**src/rtl/instr_fetch_unit_pkg.sv**
```systemverilog
// Shared constants and types for the byte-serial instruction fetch unit.
package instr_fetch_unit_pkg;

  localparam int INST_W         = 32;
  localparam int BYTE_W         = 8;
  localparam int BYTES_PER_INST = 4;

  typedef enum logic {
    ST_FETCH = 1'b0,
    ST_HOLD  = 1'b1
  } fetch_state_e;

  typedef struct packed {
    logic [INST_W-1:0] inst;
    logic [31:0]       pc;
  } q_entry_t;

endpackage

```
**src/rtl/instr_fetch_unit_fetch_fifo.sv**
```systemverilog
// Instruction queue: synchronous FIFO with flush; head output holds its last
// value while the queue is empty.
module fetch_fifo
  import instr_fetch_unit_pkg::*;
#(
  parameter int DEPTH = 2,
  parameter int CW    = $clog2(DEPTH) + 1
) (
  input  logic     clk,
  input  logic     rst,
  input  logic     push_i,
  input  q_entry_t push_data_i,
  input  logic     pop_i,
  input  logic     flush_i,
  output logic [CW-1:0] count_o,
  output q_entry_t head_o
);

  localparam int PW = $clog2(DEPTH);

  q_entry_t          mem_q [DEPTH];
  q_entry_t          last_q;
  logic [PW-1:0]     wr_ptr_q, rd_ptr_q;
  logic [CW-1:0]     count_q;
  logic              pop_ok;

  assign pop_ok  = pop_i && (count_q != '0);
  assign count_o = count_q;
  // Showing last_q when empty keeps inst/inst_pc at the last value seen downstream.
  assign head_o  = (count_q != '0) ? mem_q[rd_ptr_q] : last_q;

  always_ff @(posedge clk) begin
    if (rst) begin
      wr_ptr_q <= '0;
      rd_ptr_q <= '0;
      count_q  <= '0;
      last_q   <= '0;
    end else if (flush_i) begin
      wr_ptr_q <= '0;
      rd_ptr_q <= '0;
      count_q  <= '0;
      last_q   <= head_o;
    end else begin
      last_q <= head_o;
      if (push_i) wr_ptr_q <= wr_ptr_q + PW'(1);
      if (pop_ok) rd_ptr_q <= rd_ptr_q + PW'(1);
      count_q <= count_q + CW'(push_i) - CW'(pop_ok);
    end
  end

  always_ff @(posedge clk) begin
    if (!rst && !flush_i && push_i) mem_q[wr_ptr_q] <= push_data_i;
  end

endmodule

```
**src/rtl/instr_fetch_unit.sv**
```systemverilog
// Byte-serial fetch: assembles big-endian 32-bit words from a byte-wide imem
// and queues them for decode behind a valid/ready handshake.
module instr_fetch_unit
  import instr_fetch_unit_pkg::*;
#(
  parameter int          IMEM_AW    = 5,
  parameter int          FIFO_DEPTH = 2,
  parameter logic [31:0] RESET_PC   = 32'h0000_0000,
  localparam int         CW         = $clog2(FIFO_DEPTH) + 1
) (
  input  logic                clk,
  input  logic                rst,
  output logic [IMEM_AW-1:0]  imem_addr,
  input  logic [BYTE_W-1:0]   imem_data,
  input  logic                redirect_valid,
  input  logic [31:0]         redirect_pc,
  output logic                inst_valid,
  input  logic                inst_ready,
  output logic [INST_W-1:0]   inst,
  output logic [31:0]         inst_pc,
  output logic [CW-1:0]       q_count
);

  fetch_state_e       state_q, state_d;
  logic [31:0]        fetch_pc_q, fetch_pc_d;
  logic [1:0]         byte_cnt_q, byte_cnt_d;
  logic [INST_W-1:0]  asm_q, asm_d;
  logic               push, pop;
  logic [CW-1:0]      count_after;
  q_entry_t           push_entry, head;

  assign imem_addr  = fetch_pc_q[IMEM_AW-1:0] + IMEM_AW'(byte_cnt_q);
  assign inst_valid = (q_count != '0);
  assign pop        = inst_valid && inst_ready;
  assign push       = (state_q == ST_FETCH) && (byte_cnt_q == 2'd3);
  assign push_entry = '{inst: asm_d, pc: fetch_pc_q};
  assign count_after = q_count + CW'(push) - CW'(pop);
  assign inst       = head.inst;
  assign inst_pc    = head.pc;

  always_comb begin
    asm_d = asm_q;
    // Byte 0 lands in the most significant lane (big-endian).
    for (int i = 0; i < BYTES_PER_INST; i++) begin
      if (byte_cnt_q == 2'(i))
        asm_d[(BYTES_PER_INST-1-i)*BYTE_W +: BYTE_W] = imem_data;
    end
  end

  always_comb begin
    state_d    = state_q;
    fetch_pc_d = fetch_pc_q;
    byte_cnt_d = byte_cnt_q;
    if (redirect_valid) begin
      state_d    = ST_FETCH;
      fetch_pc_d = {redirect_pc[31:2], 2'b00};
      byte_cnt_d = '0;
    end else begin
      case (state_q)
        ST_FETCH: begin
          byte_cnt_d = byte_cnt_q + 2'd1;
          if (push) begin
            fetch_pc_d = fetch_pc_q + 32'd4;
            if (count_after == CW'(FIFO_DEPTH)) state_d = ST_HOLD;
          end
        end
        ST_HOLD: begin
          if (q_count < CW'(FIFO_DEPTH)) state_d = ST_FETCH;
        end
        default: state_d = ST_FETCH;
      endcase
    end
  end

  always_ff @(posedge clk) begin
    if (rst) begin
      state_q    <= ST_FETCH;
      fetch_pc_q <= RESET_PC;
      byte_cnt_q <= '0;
      asm_q      <= '0;
    end else begin
      state_q    <= state_d;
      fetch_pc_q <= fetch_pc_d;
      byte_cnt_q <= byte_cnt_d;
      asm_q      <= redirect_valid ? '0 : (state_q == ST_FETCH ? asm_d : asm_q);
    end
  end

  fetch_fifo #(.DEPTH(FIFO_DEPTH)) u_fifo (
    .clk         (clk),
    .rst         (rst),
    .push_i      (push),
    .push_data_i (push_entry),
    .pop_i       (pop),
    .flush_i     (redirect_valid),
    .count_o     (q_count),
    .head_o      (head)
  );

endmodule

```
**config.mk**
```make
export PLATFORM = sky130hd
export DESIGN_NAME = instr_fetch_unit
export DESIGN_NICKNAME = d
export VERILOG_FILES = /design/src/rtl/instr_fetch_unit_pkg.sv /design/src/rtl/instr_fetch_unit_fetch_fifo.sv /design/src/rtl/instr_fetch_unit.sv
export SDC_FILE = /design/constraint.sdc
export NUM_CORES = 1
export LEC_CHECK = 0
export CAP_MARGIN = 10
export CORE_AREA = 2 2 129 156
export DETAILED_ROUTE_END_ITERATION = 8
export DIE_AREA = 0 0 131 158
export PLACE_DENSITY = 0.77
export SKIP_CTS_REPAIR_TIMING = 1
export SYNTH_ARGS = -nofsm -noshare
export SYNTH_HDL_FRONTEND = slang
export SYNTH_SLANG_ARGS = --single-unit
```
**constraint.sdc**
```tcl
create_clock -name clk -period 9.45 [get_ports clk]
set_input_delay 0.945 -clock clk [delete_from_list [all_inputs] [get_ports clk]]
set_output_delay 0.945 -clock clk [all_outputs]
set_load 0.005 [all_outputs]
```
==> impl_results.md <==
* Outcome: completed
* Routed vias at 6889
* Number of cells on the critical path at 5
* Detailed Place HPWL at 13110 um
* Power per cell area at 184.4 mW/mm2
* Switching fraction of total power at 20.40%
* Required arrival time at the worst endpoint at 8.51 ns
* Cell type group with the largest total delay on the critical path: buffers and inverters
* Yosys warns at 0
* Drc violations at 0
* Global-route wire length before repair at 33640 um
* Starting DRC count in detailed routing at 413
* Layout cell share with drive strength beyond 1 at 8.838%
* Initial Utilization at 54.12%
* Count of buffers inserted at the top-level ports at 113
* Clock-pin slew of the registers on the worst-case setup and hold paths at 0.06 ns
* Clock insertion delay at the later pin of the skew report at 0.53 ns
* Buffer levels on the longest clock path at 3
* Least-Margin Pin Slew at 1.214 ns
* Synth Area per Inst at 11.55 um2
* Num CTS Buffers at 26
* Share of the clock period used by the worst path after layout at 44.04%
* Number of cells traversed by the worst hold path at 2
* TritonCTS clock tree: built
* Most used flip-flop cell after synthesis: sky130_fd_sc_hd__dfxtp_1
* Routed len/inst at 17.15 um
* Reg power frac at 52.3%
* Fraction of power consumed by combinational cells at 3.9%
* Max-cap viol count at 0
* Adder-Cell Fraction of Synth Area at 0.8398%
* Slowest-stage cell, CP: sky130_fd_sc_hd__buf_4
* Synthesized area at 0.01043 mm2
* Via count of the first global-routing pass at 6616
* Worst hold path class: flop to flop
* Worst setup timing slack at the placement stage at 4.799 ns
* Clock root buffer master: sky130_fd_sc_hd__clkbuf_16
* Final critical-path setup slack at 5.288 ns
* Synthesized netlist net count at 954
* Number of max-slew violations in the final report at 0
* Non-Filler Instances at 1268
* Overflow left after global routing at 0
* Antenna violations before repair at 0
* Part of the power in the clock network at 43.8%
* Final Setup Violations at 0
* NetSw at 0.0004689 W
* Standby leakage power at 4.167 nW
* Number of synthesized flops with an enable pin at 124
* Largest net degree at the start of global routing at 88
* Area share of and/or/nand/nor cells after synthesis at 15.90%
* Detail Route Antenna Nets at 0
* Critical-path cell list: nor2_4 -> buf_4 -> nand2_1 -> o21ai_0 -> clkdlybuf4s50_1
* Via/cell ratio at 5.433
* Post-layout instance area at 0.01247 mm2
* Die X-Extent at 131 um
* Async set-reset flop share out of synthesis at 0%
* TNS Setup at 0 ns
* Number of unique standard cell types used by synthesis at 51
* Number of nets in the finished design at 1039
* Setup repair after global routing missed its margin: false
* Int Pwr at 0.001829 W
* Peak clock frequency supported by timing at 240.3 MHz
* Worst supply voltage drop on vdd at 0.1478 mV
* Sequential cell area fraction in the yosys report at 61.43%
* Synthesized-area fraction occupied by xor and xnor cells at 1.344%
* Slew Limit Headroom at 19.08%
* Max Clock Skew at 0.01731 ns
* Main combinational cell family by area after synthesis: simple AND/OR/NAND/NOR gates
* Floorplan die area at 0.02070 mm2
* Power after layout at 0.002298 W
* Number of buffer and inverter stages on the critical path at 2
* Peak per-stage delay on the critical path at 0.74 ns
* Cell area reported after detailed placement at 0.01161 mm2
* Worst Reg2Reg Path Length in Cells at 4
* Placed cell count at 1221
* Detailed-router iteration count before antenna repair at 5
* Synthesized flop and latch total at 258
* Worst-path fanout max at 87
* CTS sink cnt at 258
* GPL Wtd Cong at 0.7522
* Number of hold violations in the final report at 0
* Startpoint type of the worst setup path: flop
* Maximum level of the CTS H-tree at 1
* Drt total wl at 21750 um
* Aggregate global-route resource usage at 20.71%
* Area growth, synth to finish at 19.53%
* Synth Area in Compound Gates at 7.103%
* Count of standard-cell rows at 56
* Critical path endpoint category: output pin
* Arrival time of the worst setup path at 3.22 ns
* Core area at 0.01927 mm2
* Chip height at 158 um
* Multiplexer area fraction after synthesis at 9.502%
* Top-Level Pins at 116
* Mapped Cells at 903
* Category of the most critical setup path: flop to output pin
* Number of diodes at 0
* Minimum clock period at 4.162 ns
-- cells in the final DEF, fill, tap and decap left out, types with 5 or more instances in the layout --
cell type	netlist	layout
sky130_fd_sc_hd__mux2_2	32	32
sky130_fd_sc_hd__nor3_1	26	25
sky130_fd_sc_hd__a311oi_1	11	11
sky130_fd_sc_hd__nand4_1	7	7
sky130_fd_sc_hd__and2_1	5	5
sky130_fd_sc_hd__xor2_1	10	10
sky130_fd_sc_hd__a211oi_1	12	12
sky130_fd_sc_hd__o31ai_1	8	8
sky130_fd_sc_hd__edfxtp_1	124	124
sky130_fd_sc_hd__clkbuf_16	0	26
sky130_fd_sc_hd__buf_4	3	8
sky130_fd_sc_hd__clkdlybuf4s50_1	0	112
sky130_fd_sc_hd__o21ai_0	66	66
sky130_fd_sc_hd__nand3_1	15	15
sky130_fd_sc_hd__clkbuf_8	6	5
sky130_fd_sc_hd__nor2_1	61	60
sky130_fd_sc_hd__a21oi_1	12	12
sky130_fd_sc_hd__nor2b_1	88	88
sky130_fd_sc_hd__inv_1	16	16
sky130_fd_sc_hd__xnor2_1	6	6
sky130_fd_sc_hd__or4_1	12	12
sky130_fd_sc_hd__clkbuf_1	48	8
sky130_fd_sc_hd__nand2_1	90	90
sky130_fd_sc_hd__mux2i_1	63	63
sky130_fd_sc_hd__ha_1	7	7
sky130_fd_sc_hd__dfxtp_1	134	133
-- final timing paths --
path / to / startpoint / slack (ns)
max: inst[10] / u_fifo.count_o[1] / 5.29
min: asm_q[2] / asm_q[2] / 0.46
max reg2reg: u_fifo.mem_q[0][22] / byte_cnt_q[0] / 5.82
min reg2reg: asm_q[2] / asm_q[2] / 0.46
-- cell usage after synthesis (3+ instances only) --
| cell type | count | area share [%] |
|---|---|---|
| sky130_fd_sc_hd__a311oi_1 | 11 | 0.92 |
| sky130_fd_sc_hd__o31ai_1 | 8 | 0.58 |
| sky130_fd_sc_hd__a21oi_1 | 12 | 0.58 |
| sky130_fd_sc_hd__clkbuf_1 | 48 | 1.7 |
| sky130_fd_sc_hd__ha_1 | 7 | 0.84 |
| sky130_fd_sc_hd__dfxtp_1 | 134 | 26 |
| sky130_fd_sc_hd__buf_4 | 3 | 0.22 |
| sky130_fd_sc_hd__clkbuf_8 | 6 | 0.79 |
| sky130_fd_sc_hd__or4_1 | 12 | 0.86 |
| sky130_fd_sc_hd__inv_1 | 16 | 0.58 |
| sky130_fd_sc_hd__and4_1 | 3 | 0.25 |
| sky130_fd_sc_hd__edfxtp_1 | 124 | 36 |
| sky130_fd_sc_hd__xnor2_1 | 6 | 0.50 |
| sky130_fd_sc_hd__mux2i_1 | 63 | 6.0 |
| sky130_fd_sc_hd__mux2_2 | 32 | 3.5 |
| sky130_fd_sc_hd__a211oi_1 | 12 | 0.86 |
| sky130_fd_sc_hd__nand2_1 | 90 | 3.2 |
| sky130_fd_sc_hd__nor2b_1 | 88 | 5.3 |
| sky130_fd_sc_hd__nor4_1 | 4 | 0.24 |
| sky130_fd_sc_hd__o21ai_0 | 66 | 3.2 |
| sky130_fd_sc_hd__nor3_1 | 26 | 1.2 |
| sky130_fd_sc_hd__and2_1 | 5 | 0.30 |
| sky130_fd_sc_hd__xor2_1 | 10 | 0.84 |
| sky130_fd_sc_hd__nand3_1 | 15 | 0.72 |
| sky130_fd_sc_hd__nor2_1 | 61 | 2.2 |
| sky130_fd_sc_hd__nand4_1 | 7 | 0.42 |
-- layer usage --
layer	vias to the layer above	wire length [um]	global-route usage, %
met3	25	1061	3.312
met2	156	10760	36.22
met4	0	298	5.623
met1	3339	9623	26.61
li1	3369	-	-
met5	-	0	0
-- cells by family after synthesis --
| kind of cell | after synthesis |
|---|---|
| AND/OR/NAND/NOR | 326 |
| flip-flops | 258 |
| AO/OA/AOI/OAI | 121 |
| multiplexers | 95 |
| buffers and inverters | 80 |
| XOR/XNOR | 16 |
| adder cells (fa/ha/maj) | 7 |
-- flip-flops by register name, indices dropped and copies added (netlist names), named ones only --
name / cells
u_fifo.last_q: 64
u_fifo.mem_q: 124
fetch_pc_q: 30
byte_cnt_q: 2
u_fifo.wr_ptr_q: 1
u_fifo.count_o: 2
state_q: 1
asm_q: 32
u_fifo.rd_ptr_q: 1
-- metrics by stage --
step / utilization (%) / hold WS (ns)
after floorplan: - / 0.4338
after global placement: 60.27 / 0.4397
after detailed placement: 60.27 / 0.4485
after CTS: 64.69 / 0.4574
after global routing: 64.69 / 0.4845
final: 64.69 / 0.4550
-- area by class of cell --
class                           count  area [um2]
Clock buffer                       39       749.5
Inverter                           17       63.81
Tap cell                          261       326.6
Sequential cell                   258        6410
Fill cell                        1506        6803
Clock inverter                      8       103.9
Multi-Input combinational cell    565        3631
Timing Repair Buffer              120        1181
-- worst reg2reg max path: cells and delay by family (launching register included) --
family                   cells  cell delay (ns)
AND/OR/NAND/NOR              2             1.49
adder cells (fa/ha/maj)      1             0.57
flip-flops                   1             0.43
buffers and inverters        1             0.74
-- power groups by stage --
| stage | logic, W | registers [W] | clock network, W |
|---|---|---|---|
| 2_1_floorplan | 0.0000521 | 0.00122 | 0 |
| 3_3_place_gp | 0.0000877 | 0.00122 | 0 |
| 3_5_place_dp | 0.0000895 | 0.00123 | 0 |
| 4_1_cts | 0.0000907 | 0.00120 | 0.00103 |
| 5_1_grt | 0.0000981 | 0.00120 | 0.00107 |
| 6_report | 0.0000900 | 0.00120 | 0.00101 |
Power figures use the tool's default switching activity.
==> variant, RTL diff (same settings) <==
Set the package constant `INST_W` to 64 (it was 32).
--- a/src/rtl/instr_fetch_unit_pkg.sv
+++ b/src/rtl/instr_fetch_unit_pkg.sv
@@ -1,7 +1,7 @@
 // Shared constants and types for the byte-serial instruction fetch unit.
 package instr_fetch_unit_pkg;
 
-  localparam int INST_W         = 32;
+  localparam int INST_W         = 64;
   localparam int BYTE_W         = 8;
   localparam int BYTES_PER_INST = 4;
 
Interface: changed (resized inst); port bits go from 116 to 148. The function was not compared with the original's and may differ.
==> variant against the original RTL <==
- synthesized cell count grew 13%
- cell count grew 11%
- register-to-register slack gained 0.19 ns
- critical path depth is the same
- wire length grew 7.8%
- synthesized area grew 10%
- worst hold slack gained 0.0023 ns
- total power grew 13%
- setup slack lost 0.12 ns
- count of clock-buffer cells in the layout shrank 5
- cell area grew 13%
- sequential cell count grew 32
- highest routed layer unchanged
- via count grew 12%
- critical endpoint is now inst[17]
==> variant: results (changes against the original RTL) <==
Critical path
The worst flop-to-flop path endpoint is u_fifo.mem_q[1][55]. The largest driver fanout on the critical path came to 125 (+44%).

Yosys
The number of nets in the synthesized netlist was 1068 (+12%). Yosys attributes the largest share of cell area to sky130_fd_sc_hd__edfxtp_1, sky130_fd_sc_hd__dfxtp_1, sky130_fd_sc_hd__nor2b_1. The sequential element share of the synthesized area is 61.4% (about the same). The adder-cell area share of the yosys netlist is 0.763% (-0.077 points). The compound-cell area share of the yosys netlist came to 6.41% (-0.69 points). The flop and latch count out of synthesis is 290 (+12%). The XOR/XNOR share of the synthesized area is 1.14% (-0.20 points).

Placed design
The placed instance area is 13000 µm² (+12%). The count of buffers inserted at the top-level ports is 145 (+28%). The detailed placement HPWL is 14.3 mm (+8.8%).

Layout
The fraction of area in clock buffers and inverters was 7.06% (+0.22 points). The number of clock buffers in the layout is 34 (-13%). The final non-filler cell area is 14000 µm² (+13%). The count of non-CTS buffers in the layout is 152 (+27%). The portion of the layout cell area used by non-clock buffers is 10.7% (+1.2 points). The fraction of final layout cells with drive strength greater than 1 is 8.85% (+0.016 points). Compared with the post-synthesis result, the final layout area differs by 22.2%.

Global routing
The via count of the first global-routing pass was 7277 (+10%). The global-route met2 utilization is 37.5% (+1.3 points). The global routing met1 resource utilization came to 30.8% (+4.2 points). The pin count of the biggest net entering global routing was 126 (+43%).

Drt
The via count normalized by instance count came to 5.44 (+0.16%). The number of DRC violations after detailed-routing iteration 0 is 449 (+8.7%).

Clock tree
The number of buffers created by CTS is 28 (+7.7%).

Hold path
The worst min-delay path endpoint is asm_q[4].

Run status
The flow ran to the end, and the final reports show no timing, DRC or antenna violations.

Pwr
The internal cell power was 2.06 mW (+13%). The logic gate share of total power is 3.5% (-0.4 points). The clock network fraction of design power is 45.0% (+1.2 points). The power in combinational cells is 0.0913 mW (+1%).

The leakage power total is 4.81 nW (+15%).

Timing
The transition time of the tightest slew-check pin is 1.11 ns (-0.102 ns). The final worst clock skew came to 0.00911 ns (-0.00821 ns).
[variant: cell types whose count changed in the layout (fill, tap and decap cells not counted), sizes merged, moves of 5 or more]
| cell | delta |
|---|---|
| and2 | +31 |
| clkbuf | -5 |
| clkdlybuf4s50 | +32 |
| clkinv | +6 |
| dfxtp | +32 |
| nand2 | +8 |
| nand3 | -5 |
| nor2b | +33 |
| xor2 | -5 |
[variant: metrics by stage]
step,cells,setup WS [ns],hold WS (ns)
floorplan,1017,3.10,0.434
global placement,1361,5.74,0.440
detailed placement,1361,5.75,0.447
CTS,1413,5.09,0.456
global route,1413,4.87,0.474
finish,1413,5.17,0.457
[variant: how the worst max path moves through the flow]
stage               slack, ns               from  cells after the start                  end
floorplan                3.10     redirect_valid                      4  u_fifo.mem_q[0][10]
global placement         5.74  u_fifo.count_o[1]                      4              inst[5]
detailed placement       5.75  u_fifo.count_o[1]                      4              inst[5]
CTS                      5.09  u_fifo.count_o[1]                      5           inst_pc[2]
global route             4.87  u_fifo.count_o[1]                      5           inst_pc[2]
finish                   5.17  u_fifo.count_o[1]                      5             inst[17]
[variant: kinds of logic after synthesis]
kind of cell,Yosys count
XOR/XNOR,15
AO/OA/AOI/OAI,122
flip-flops,290
adder cells (fa/ha/maj),7
AND/OR/NAND/NOR,401
buffers and inverters,87
multiplexers,95
[variant: worst max-delay path, cell delays in order (launching register included)]
cell and delay (ns):
sky130_fd_sc_hd__dfxtp_1 0.39, sky130_fd_sc_hd__nor2_4 0.57, sky130_fd_sc_hd__buf_4 0.86, sky130_fd_sc_hd__nand2_1 0.13, sky130_fd_sc_hd__o21ai_0 0.17, sky130_fd_sc_hd__clkdlybuf4s50_1 0.58
